File: config.mk
export PLATFORM = sky130hd
export DESIGN_NAME = instr_stream_loader
export DESIGN_NICKNAME = d
export VERILOG_FILES = /design/src/rtl/instr_stream_loader.sv
export SDC_FILE = /design/constraint.sdc
export NUM_CORES = 1
export LEC_CHECK = 0
export ABC_AREA = 1
export ABC_CLOCK_PERIOD_IN_PS = 3490
export CELL_PAD_IN_SITES_DETAIL_PLACEMENT = 1
export CELL_PAD_IN_SITES_GLOBAL_PLACEMENT = 1
export CORE_UTILIZATION = 37
export DETAILED_ROUTE_END_ITERATION = 8
export GPL_TIMING_DRIVEN = 0
export PLACE_DENSITY_LB_ADDON = 0.1
export SKIP_CTS_REPAIR_TIMING = 1
export SLEW_MARGIN = 20
export SYNTH_ARGS = -nofsm -noshare
export SYNTH_HDL_FRONTEND = slang
export SYNTH_SLANG_ARGS = --single-unit
File: constraint.sdc
create_clock -name i_clk -period 3.49 [get_ports i_clk]
set_input_delay 0.5235 -clock i_clk [delete_from_list [all_inputs] [get_ports i_clk]]
set_output_delay 0.5235 -clock i_clk [all_outputs]
set_load 0.01 [all_outputs]
File: src/rtl/instr_stream_loader.sv
// rtl/instr_stream_loader.sv - byte-stream program loader for the instruction memory write port (optional INSTR_LOADER_CHECKSUM_EN)
module instr_stream_loader #(
    parameter int WR_BYTES   = 4,
    parameter int LOG_WR_WIN = 2,
    parameter int MAX_LEN    = 4096
) (
    input  logic                    i_clk,
    input  logic                    i_rst_n,
    input  logic                    i_load_start,
    input  logic [7:0]              i_byte,
    input  logic                    i_byte_vld,
    output logic                    o_byte_rdy,
    output logic                    o_wr_vld,
    output logic [8*WR_BYTES-1:0]   o_wr_data,
    output logic [LOG_WR_WIN-1:0]   o_wr_shift_minusone,
    input  logic                    i_wr_rdy,
    output logic                    o_cpu_rst_n,
    output logic                    o_load_done,
    output logic                    o_load_error
);

    localparam int FW = LOG_WR_WIN + 1;
    localparam int DW = 8 * WR_BYTES;

    typedef enum logic [2:0] {
        S_IDLE,
        S_HDR,
        S_DATA,
        S_WAIT,
        S_DONE,
        S_ERR
`ifdef INSTR_LOADER_CHECKSUM_EN
        , S_CSUM
`endif
    } state_t;

    state_t                state_q, state_d;
    logic [31:0]           len_q, len_d;
    logic [1:0]            hdr_cnt_q, hdr_cnt_d;
    logic [31:0]           rem_q, rem_d;
    logic [FW-1:0]         fill_q, fill_d;
    logic [DW-1:0]         pack_q, pack_d;
    logic                  wr_vld_q, wr_vld_d;
    logic [DW-1:0]         wr_data_q, wr_data_d;
    logic [LOG_WR_WIN-1:0] wr_smo_q, wr_smo_d;
    logic                  done_q, done_d;
    logic                  cpu_rst_n_q, cpu_rst_n_d;
    logic                  err_q, err_d;
    logic                  byte_rdy;
    logic                  go;
    logic [DW-1:0]         pack_n;
    logic [FW-1:0]         fill_n;
`ifdef INSTR_LOADER_CHECKSUM_EN
    logic [7:0]            csum_q, csum_d;
`endif

    always_comb begin
        state_d     = state_q;
        len_d       = len_q;
        hdr_cnt_d   = hdr_cnt_q;
        rem_d       = rem_q;
        fill_d      = fill_q;
        pack_d      = pack_q;
        wr_vld_d    = wr_vld_q;
        wr_data_d   = wr_data_q;
        wr_smo_d    = wr_smo_q;
        err_d       = err_q;
        byte_rdy    = 1'b0;
        go          = 1'b0;
        pack_n      = pack_q;
        fill_n      = fill_q + FW'(1);
`ifdef INSTR_LOADER_CHECKSUM_EN
        csum_d      = csum_q;
`endif
        for (int l = 0; l < WR_BYTES; l++) begin
            if (fill_q == FW'(l)) pack_n[8*l +: 8] = i_byte;
        end

        case (state_q)
            S_IDLE: go = i_load_start;
            S_HDR: begin
                byte_rdy = 1'b1;
                if (i_byte_vld) begin
                    // Length arrives LSB first, so shift each byte in from the top.
                    len_d     = {i_byte, len_q[31:8]};
                    hdr_cnt_d = hdr_cnt_q + 2'd1;
                    if (hdr_cnt_q == 2'd3) begin
                        if (len_d == 32'd0) begin
`ifdef INSTR_LOADER_CHECKSUM_EN
                            state_d = S_CSUM;
`else
                            state_d = S_DONE;
`endif
                        end else if (len_d > 32'(MAX_LEN)) begin
                            state_d = S_ERR;
                        end else begin
                            rem_d   = len_d;
                            state_d = S_DATA;
                        end
                    end
                end
            end
            S_DATA: begin
                byte_rdy = 1'b1;
                if (i_byte_vld) begin
                    rem_d = rem_q - 32'd1;
`ifdef INSTR_LOADER_CHECKSUM_EN
                    csum_d = csum_q ^ i_byte;
`endif
                    if (fill_n == FW'(WR_BYTES) || rem_q == 32'd1) begin
                        wr_vld_d  = 1'b1;
                        wr_data_d = pack_n;
                        wr_smo_d  = fill_q[LOG_WR_WIN-1:0];
                        fill_d    = '0;
                        pack_d    = '0;
                        state_d   = S_WAIT;
                    end else begin
                        fill_d = fill_n;
                        pack_d = pack_n;
                    end
                end
            end
            S_WAIT: begin
                if (i_wr_rdy) begin
                    wr_vld_d = 1'b0;
                    if (rem_q != 32'd0) begin
                        state_d = S_DATA;
                    end else begin
`ifdef INSTR_LOADER_CHECKSUM_EN
                        state_d = S_CSUM;
`else
                        state_d = S_DONE;
`endif
                    end
                end
            end
            S_DONE: go = i_load_start;
            S_ERR:  go = i_load_start;
`ifdef INSTR_LOADER_CHECKSUM_EN
            S_CSUM: begin
                byte_rdy = 1'b1;
                if (i_byte_vld) state_d = (i_byte == csum_q) ? S_DONE : S_ERR;
            end
`endif
            default: state_d = S_IDLE;
        endcase

        if (go) begin
            state_d   = S_HDR;
            err_d     = 1'b0;
            len_d     = '0;
            hdr_cnt_d = '0;
            rem_d     = '0;
            fill_d    = '0;
            pack_d    = '0;
`ifdef INSTR_LOADER_CHECKSUM_EN
            csum_d    = '0;
`endif
        end
        if (state_d == S_ERR) err_d = 1'b1;

        // Done and CPU release are registered copies of "next state is DONE".
        done_d      = (state_d == S_DONE);
        cpu_rst_n_d = (state_d == S_DONE);
    end

    always_ff @(posedge i_clk) begin
        if (!i_rst_n) begin
            state_q     <= S_IDLE;
            len_q       <= '0;
            hdr_cnt_q   <= '0;
            rem_q       <= '0;
            fill_q      <= '0;
            pack_q      <= '0;
            wr_vld_q    <= 1'b0;
            wr_data_q   <= '0;
            wr_smo_q    <= '0;
            done_q      <= 1'b0;
            cpu_rst_n_q <= 1'b0;
            err_q       <= 1'b0;
`ifdef INSTR_LOADER_CHECKSUM_EN
            csum_q      <= '0;
`endif
        end else begin
            state_q     <= state_d;
            len_q       <= len_d;
            hdr_cnt_q   <= hdr_cnt_d;
            rem_q       <= rem_d;
            fill_q      <= fill_d;
            pack_q      <= pack_d;
            wr_vld_q    <= wr_vld_d;
            wr_data_q   <= wr_data_d;
            wr_smo_q    <= wr_smo_d;
            done_q      <= done_d;
            cpu_rst_n_q <= cpu_rst_n_d;
            err_q       <= err_d;
`ifdef INSTR_LOADER_CHECKSUM_EN
            csum_q      <= csum_d;
`endif
        end
    end

    assign o_byte_rdy          = byte_rdy;
    assign o_wr_vld            = wr_vld_q;
    assign o_wr_data           = wr_data_q;
    assign o_wr_shift_minusone = wr_smo_q;
    assign o_cpu_rst_n         = cpu_rst_n_q;
    assign o_load_done         = done_q;
    assign o_load_error        = err_q;

endmodule

Yosys cells after proc, flatten, opt, wreduce, memory -nomap -nowiden:

Cells that the tools add are included.

* register bits after elaboration: 141
* input bits: 13
* output and inout port bits: 39
* word-level logic and storage cells: 82

* $add $sub $neg: 3
* magnitude comparators: 1
* equality and inequality tests: 20
* multiplexer cells: 30
* bitwise operators: 1
* reductions and logical operators: 16

Operator list (count)
* $mux W32: 6
* $pmux W32 S2: 1
* $eq A32 B1 Y1 const B: 1
* $gt A32 B13 Y1 const B: 1
* $logic_not A32 Y1: 1
* $mux W8: 4
* $reduce_bool A32 Y1: 1
* $sub A32 B1 Y32 const B: 1
* $mux W3: 10
* $eq A3 B3 Y1 const B: 5
* $ne A2 B2 Y1 const B: 7
* $eq A3 B2 Y1 const B: 4
* $pmux W3 S4: 1
* $mux W1: 7
* $eq A3 B1 Y1 const B: 2
* $logic_not A3 Y1: 2
* $reduce_and A6 Y1: 1
* $reduce_bool A2 Y1: 3
* $reduce_and A2 Y1: 2
* $reduce_and A4 Y1: 1
* $reduce_or A2 Y1: 2
* $add A3 B1 Y3 const B: 1
* $reduce_and A3 Y1: 1
* $reduce_or A3 Y1: 1
* 5 further kinds: 5

Depth between registers and ports, before layout:

Gate-level depths: netlist of run 1.

* depth after elaboration: 9
* depth in mapped cells: 14
* depth with buffers taken out: 13

Least setup slack after synthesis of run 1:

No wires, ideal clock.

* path type: input to register
* start point: input i_byte[3]
* end point: register rem_q[3]
* library setup time: 0.113 ns
* data arrival time: 1.640 ns
* required time: 3.377 ns
* slack: 1.737 ns
* stages on the path: 13
* path buffers: 1
* path through: inv_1 > nand2_1 > nor2_1 > nand2_1 > nor2_1 > nand2_1 > o21ai_1 > nand2_1 > buf_2 > inv_2 > nand2_1 > nand2_1 > nor2_1

* word-level cells in the longest chain between the ends: 3
* elaborated cells on any way between the ends: 5
* classes of those cells: 1 x order compare; 2 x eq/ne; 2 x reduce/logical

Ends and longest elaborated chain
* from (decl): RTL line 10 `input logic [7:0] i_byte,`
* $gt A32 B13 Y1 or $logic_not A32 Y1 (tied branches): RTL line 94, 88
* $ne A2 B2 Y1 (no source line)
* $reduce_and A6 Y1 (no source line) *
* to (signal assigned): RTL line 188 `rem_q <= rem_d;`
* to (decl): RTL line 40 `logic [31:0] rem_q, rem_d;`

Every way passes the cells marked *; elsewhere a longest branch is shown, timed or not.
A chain may end at the register's enable or synchronous reset.

Final worst setup path of run 1:

* start point: register state_q[1]
* end point: output o_byte_rdy

* word-level cells in the longest chain between the ends: 3
* elaborated cells on any way between the ends: 4
* classes of those cells: 2 x eq/ne; 1 x mux; 1 x reduce/logical

Ends and longest elaborated chain
* from (decl): RTL line 37 `state_t state_q, state_d;`
* from (signal assigned): RTL line 185 `state_q <= state_d;`
* $eq A3 B2 Y1 or $eq A3 B1 Y1 (tied branches): RTL line 79 `case (state_q)`
* $reduce_or A2 Y1 (no source line) *
* $mux W1 *: RTL line 79
* to (decl): RTL line 12 `output logic o_byte_rdy,`

Marks and branches as above.

==> impl_results.md, run 1 <==
- Post-synth top area share: 0.411
- Setup Total Neg Slack: 0 ns
- Final Wtd Congestion: 0.796
- Sequential area share after synthesis: 0.411
- Std cell rows: 47
- Distinct cells, synth: 34
- Commonest cells in the synthesized netlist: nand2_1 (209), nor2_1 (186), dfxtp_1 (133)
- Setup CP Type: reg2out
- Chip Width: 134 um
- Htree depth: 4
- Synth async-reset ratio: 0
- Final HPWL DP: between 15000 and 20000 um
- Fin Hold WS: between 0.4 and 0.5 ns
- Die footprint: roughly 18000 sq um
- Core area: roughly 17000 sq um
- # diodes: 0
- GRT Residual Overflow: 0
- WP data arrival: between 2 and 3 ns
- Wire per inst: between 15 and 20 um
- Final Hold Fails: 0
- Top-count cell post-synth: nand2_1
- Starting Density: 0.385
- Syn_area_per_cell: 6.78 sq um
- Via-to-Cell Ratio: between 4 and 5
- Main flop type after synthesis: dfxtp_1
- Fraction of the cycle the final worst path needs: 0.875
- Leak: 3.21 nW
- Hold WC Path Type: reg2reg
- Root Buffer: clkbuf_16
- Unrepaired setup endpoints after global routing: no
- Clock tree sinks: ~130
- Worst Path Buf+Inv: 5
- Top post-synthesis cells by area: dfxtp_1 (41%), nand2_1 (12%), nor2_1 (11%)
- DR vias: about 6300
- Pins Over Slew Limit: 0
- Highest clock rate: between 300 and 400 MHz
- Slew Limit Headroom: 0.546
- Port Buffer Count: just over 50
- Dpl cells: 1226
- Post-Route WL: between 20000 and 25000 um
- # setup viols final: 0
- Yosys warnings: 0
- Synth-to-Final Area Change: 21.5%
- Final nets: 1047
- CP endpoint kind: primary output
- Mapped Area: ~6500 sq um
- Fin cells: 1258
- Max incr delay on CP: 0.55 ns
- Syn Inst Count: between 900 and 1000
- Final WS setup: 0.437 ns
- Global-route wire length before repair: about 34000 um
- DP Worst Slack: ~0.67 ns
- Initial antenna violation count: 0
- Fin crit period: just over 3 ns
- Slowest stage cell on the critical path: clkdlybuf4s50_1
- Setup Skew: between 0.01 and 0.015 ns
- Total CTS buffers: 17
- Number of global-route vias before repair: approximately 6400
- Worst-path clk slew: ~0.06 ns
- Crit path launch type: register
- Peak supply drop: between 0.3 and 0.4 mV
- CTS tree: done
- Die Ht: approximately 130 um
- Post-route antenna net violation count: 0
- Worst-skew pair later-pin latency: about 0.44 ns
- DR DRC count: 0
- Pwr/cell area: between 400 and 500 nW/um^2
- Iter 0 DRT Violations: about 260
- Worst slew pin tran: ~0.68 ns
- Syn_nets: between 900 and 1000
- Top delay family on crit path: buffers and inverters
- Worst Path Required: around 3.0 ns
- MaxCap Viol Count: 0
- Largest net degree at the start of global routing: 17
- DR pass1 iterations: 4
- CP cell instances: inv_2 > nor3_4 > inv_2 > clkbuf_1 > clkbuf_1 > nand2_1 > clkdlybuf4s50_1
- Largest area contributor in the netlist: dfxtp_1
- Seq cells post-synth: between 100 and 150
- Max FO, Critical Path: 10
- Clock Tree Buf Depth: 2
- Post-synth EDFFs: 0
- I/O pin cnt: 52
- GRT Overall Usage: 0.243
- Share of layout cells above drive strength 1: 0.0617
- Outcome: finished, final reports clean
==> path summary, 6_finish.rpt <==
check                   from    endpoint  slack [ns]  cells after the start
setup / recovery  state_q[1]  o_byte_rdy        0.44                      7
hold / removal    pack_q[26]  pack_q[26]        0.43                      2
setup reg to reg   fill_q[1]  pack_q[22]        1.23                      9
hold reg to reg   pack_q[26]  pack_q[26]        0.43                      2
==> cells in the final DEF (no fill, tap or decap), types with 2 or more instances in the layout <==
cell	count
nand2_2	2
inv_8	2
o21ai_1	2
a22oi_1	2
nand3_1	43
bufinv_16	2
o21ai_0	80
a21oi_1	58
nor2_1	186
buf_6	2
xor2_1	13
nor2_2	2
buf_2	14
o21a_1	25
clkbuf_1	28
inv_1	88
inv_6	5
clkinvlp_4	4
buf_1	2
a211oi_1	27
clkdlybuf4s50_1	51
nand2_1	209
xnor2_1	8
dfxtp_1	133
nand4_1	4
buf_4	2
ha_1	9
clkbuf_16	17
inv_2	5
==> report_power, final <==
group          total (W)  internal [W]  switching, W
logic           0.000157     0.0000465      0.000111
clock network    0.00187       0.00109      0.000781
registers        0.00154       0.00153    0.00000855
==> area by class of cell <==
class | instances | area (sq um)
fillers | 2215 | 8960
flip-flops and latches | 133 | 2660
multi-input cells | 680 | 3240
plain buffers | 48 | 220
clock buffers | 18 | 439
well taps | 220 | 275
repair buffers | 51 | 510
inverters | 94 | 353
clock inverters | 14 | 165
==> cell families (layout without fill, tap and decap cells) <==
kind of cell    count (synthesis)  after routing  synth area share
fa+ha+maj                       9              9            0.0174
compound gates                200            200             0.178
flops                         133            133             0.411
simple gates                  450            450             0.276
xor+xnor                       21             21            0.0284
buf+inv                       142            225            0.0886
==> tightest hold or removal path, cell delays in order, from the launching register on <==
cell and delay [ns]:
dfxtp_1 0.30, inv_1 0.05, nor2_1 0.04
==> flip-flops by register name (all words and copies together), names as in the netlist <==
| signal | flops |
|---|---|
| state_q | 3 |
| fill_q | 3 |
| o_load_error | 1 |
| rem_q | 32 |
| o_cpu_rst_n | 1 |
| o_wr_vld | 1 |
| o_wr_shift_minusone | 2 |
| pack_q | 32 |
| hdr_cnt_q | 2 |
| o_wr_data | 32 |
| len_q | 24 |
==> metal layers <==
layer | GRT usage | vias to the layer above | routed length [um]
met4 | 0.0974 | 0 | 537
met2 | 0.412 | 86 | 9820
met1 | 0.306 | 2967 | 9690
li1 | - | 3189 | -
met5 | 0 | - | 0
met3 | 0.0401 | 31 | 606
==> metrics by stage <==
| step | util | cell area [sq um] | power, W |
|---|---|---|---|
| after floorplan | - | 6470 | 0.00166 |
| after global placement | 0.431 | 7260 | 0.00173 |
| after detailed placement | 0.431 | 7260 | 0.00173 |
| after CTS | 0.467 | 7860 | 0.00359 |
| after global routing | 0.467 | 7860 | 0.00367 |
| final | 0.467 | 7860 | 0.00357 |
Power figures use the tool's default switching activity.
==> inputs of run 2 (changes only) <==
--- a/config.mk
+++ b/config.mk
@@ -18,3 +18,4 @@
 export SYNTH_ARGS = -nofsm -noshare
 export SYNTH_HDL_FRONTEND = slang
 export SYNTH_SLANG_ARGS = --single-unit
+export TNS_END_PERCENT = 10
==> results of run 2 <==
No change in the layout: final DEF, timing and power equal those of run 1.
==> inputs of run 3 (changes only) <==
--- a/config.mk
+++ b/config.mk
@@ -13,6 +13,7 @@
 export DETAILED_ROUTE_END_ITERATION = 8
 export GPL_TIMING_DRIVEN = 0
 export PLACE_DENSITY_LB_ADDON = 0.1
+export RECOVER_POWER = 100
 export SKIP_CTS_REPAIR_TIMING = 1
 export SLEW_MARGIN = 20
 export SYNTH_ARGS = -nofsm -noshare
==> run 3 against run 2 <==
  * Sequential share of layout area up 0.18 points
  * Core utilization down 0.25 points
  * Critical path type unchanged
  * Largest cell class unchanged
  * Count of clock-buffer cells in the layout did not move
  * Combinational power about the same
==> impl_results.md, run 3 (synthesis results as in run 1) <==
- Outcome: finished, final reports clean
- Worst-skew pair later-pin latency: 0.44 ns (about the same)
- Worst Path Required: 2.97 ns (about the same)
- Fraction of the cycle the final worst path needs: 0.881 (+0.00668)
- Total CTS buffers: 17 (unchanged)
- Crit path launch type: register
- Setup Skew: 0.0112 ns (+0.000761 ns)
- Via-to-Cell Ratio: 5.01 (+0.56%)
- Slowest stage cell on the critical path: clkdlybuf4s50_1
- Clock tree sinks: 133 (unchanged)
- Max FO, Critical Path: 10 (unchanged)
- Htree depth: 4 (unchanged)
- Final HPWL DP: 15500 um (unchanged)
- Initial antenna violation count: 0 (unchanged)
- Root Buffer: clkbuf_16
- DR vias: 6308 (+0.56%)
- Pins Over Slew Limit: 0 (unchanged)
- Commonest non-fill, non-tap cells in the layout: nand2_1 (210), nor2_1 (187), dfxtp_1 (133), inv_1 (91), o21ai_0 (81)
- Final Wtd Congestion: 0.796 (unchanged)
- Iter 0 DRT Violations: 261 (-0.76%)
- Die Ht: 134 um (unchanged)
- DR pass1 iterations: 4 (unchanged)
- Leak: 3.31 nW (+3.2%)
- Pwr/cell area: 456 nW/um^2 (+0.52%)
- Peak supply drop: 0.348 mV (+0.36%)
- Sw power: 0.000901 W (about the same)
- Gate power share: 0.044 (about the same)
- Worst-path clk slew: 0.06 ns (about the same)
- Int Power: 0.00266 W (about the same)
- Share of layout cells above drive strength 1: 0.0434 (-0.0183)
- Worst slew pin tran: 0.683 ns (+0.00170 ns)
- Switching Fraction: 0.253 (about the same)
- Port Buffer Count: 51 (unchanged)
- Unrepaired setup endpoints after global routing: no
- Slew Limit Headroom: 0.544 (-0.00113)
- Chip Width: 134 um (unchanged)
- Highest clock rate: 325 MHz (-0.76%)
- Commonest non-fill, non-tap cell in the layout: nand2_1
- Largest net degree at the start of global routing: 17 (unchanged)
- Setup Total Neg Slack: 0 ns (unchanged)
- Synth-to-Final Area Change: 20.8%
- Die footprint: 18000 sq um (unchanged)
- Critical path's most frequent cell: clkbuf_1
- Post-route antenna net violation count: 0 (unchanged)
- Number of global-route vias before repair: 6434 (unchanged)
- # diodes: 0 (unchanged)
- Tot Pwr: 0.00357 W (about the same)
- Global-route wire length before repair: 33700 um (unchanged)
- # setup viols final: 0 (unchanged)
- Final nets: 1047 (unchanged)
- Hold WC Path Type: reg2reg
- I/O pin cnt: 52 (unchanged)
- Fin Hold WS: 0.430 ns (-0.000489 ns)
- Wire per inst: 16.4 um (-0.27%)
- CP cell instances: inv_1 > nor3_4 > inv_2 > clkbuf_1 > clkbuf_1 > nand2_1 > clkdlybuf4s50_1
- Std cell rows: 47 (unchanged)
- Starting Density: 0.385 (unchanged)
- Core area: 16800 sq um (unchanged)
- GRT Overall Usage: 0.243 (unchanged)
- Sequential share of power: 0.431 (about the same)
- CTS tree: done
- Clk network pwr share: 0.525 (about the same)
- Fin crit period: 3.08 ns (+0.0233 ns)
- Post-Route WL: 20600 um (-0.27%)
- Clock Tree Buf Depth: 2 (unchanged)
- MaxCap Viol Count: 0 (unchanged)
- Setup CP Type: reg2out
- Max incr delay on CP: 0.55 ns (about the same)
- Final Hold Fails: 0 (unchanged)
- GRT Residual Overflow: 0 (unchanged)
- WP data arrival: 2.55 ns (+0.02 ns)
- CP endpoint kind: primary output
- DR DRC count: 0 (unchanged)
## run 3: cell type report
| class | instances | area (sq um) |
|---|---|---|
| Fill cell | 2225 | 9000 |
| Multi-Input combinational cell | 680 | 3220 |
| Sequential cell | 133 | 2660 |
| Timing Repair Buffer | 51 | 510 |
| Clock buffer | 18 | 439 |
| Inverter | 94 | 353 |
| Tap cell | 220 | 275 |
| Buffer | 48 | 191 |
| Clock inverter | 14 | 165 |
## run 3: worst paths after layout
path / cells past startpoint / startpoint / slack [ns] / end
worst min register to register: 2 / pack_q[26] / 0.43 / pack_q[26]
worst min-delay path: 2 / pack_q[26] / 0.43 / pack_q[26]
worst max-delay path: 7 / state_q[1] / 0.41 / o_byte_rdy
worst max register to register: 10 / fill_q[0] / 0.72 / o_wr_data[27]
## run 3: through the flow
step           setup slack (ns)  cell area [sq um]  std cells   util
2_1_floorplan              1.74               6470        955      -
3_3_place_gp              0.708               7260       1226  0.431
3_5_place_dp              0.673               7260       1226  0.431
4_1_cts                   0.390               7860       1258  0.467
5_1_grt                   0.220               7820       1258  0.465
6_report                  0.414               7820       1258  0.465
## run 3: power by group through the flow
stage	Combinational (W)	Sequential, W	Clock (W)
after global routing	0.000174	0.00154	0.00196
final	0.000156	0.00154	0.00187
after floorplan	0.0000901	0.00157	0
after global placement	0.000156	0.00157	0
after detailed placement	0.000158	0.00157	0
after CTS	0.000159	0.00154	0.00190
## run 3: critical path, delay by kind of cell, from the launching register on
| kind | cells | cell delay [ns] |
|---|---|---|
| simple gates | 2 | 0.48 |
| buf+inv | 5 | 1.30 |
| flops | 1 | 0.35 |
## run 3: metal layers
layer	share of wire	up-vias	wire length (um)	GRT usage
met3	0.030	30	623	0.0401
met1	0.47	3000	9630	0.306
met4	0.024	0	489	0.0974
met5	0	-	0	0
li1	-	3190	-	-
met2	0.48	88	9860	0.412
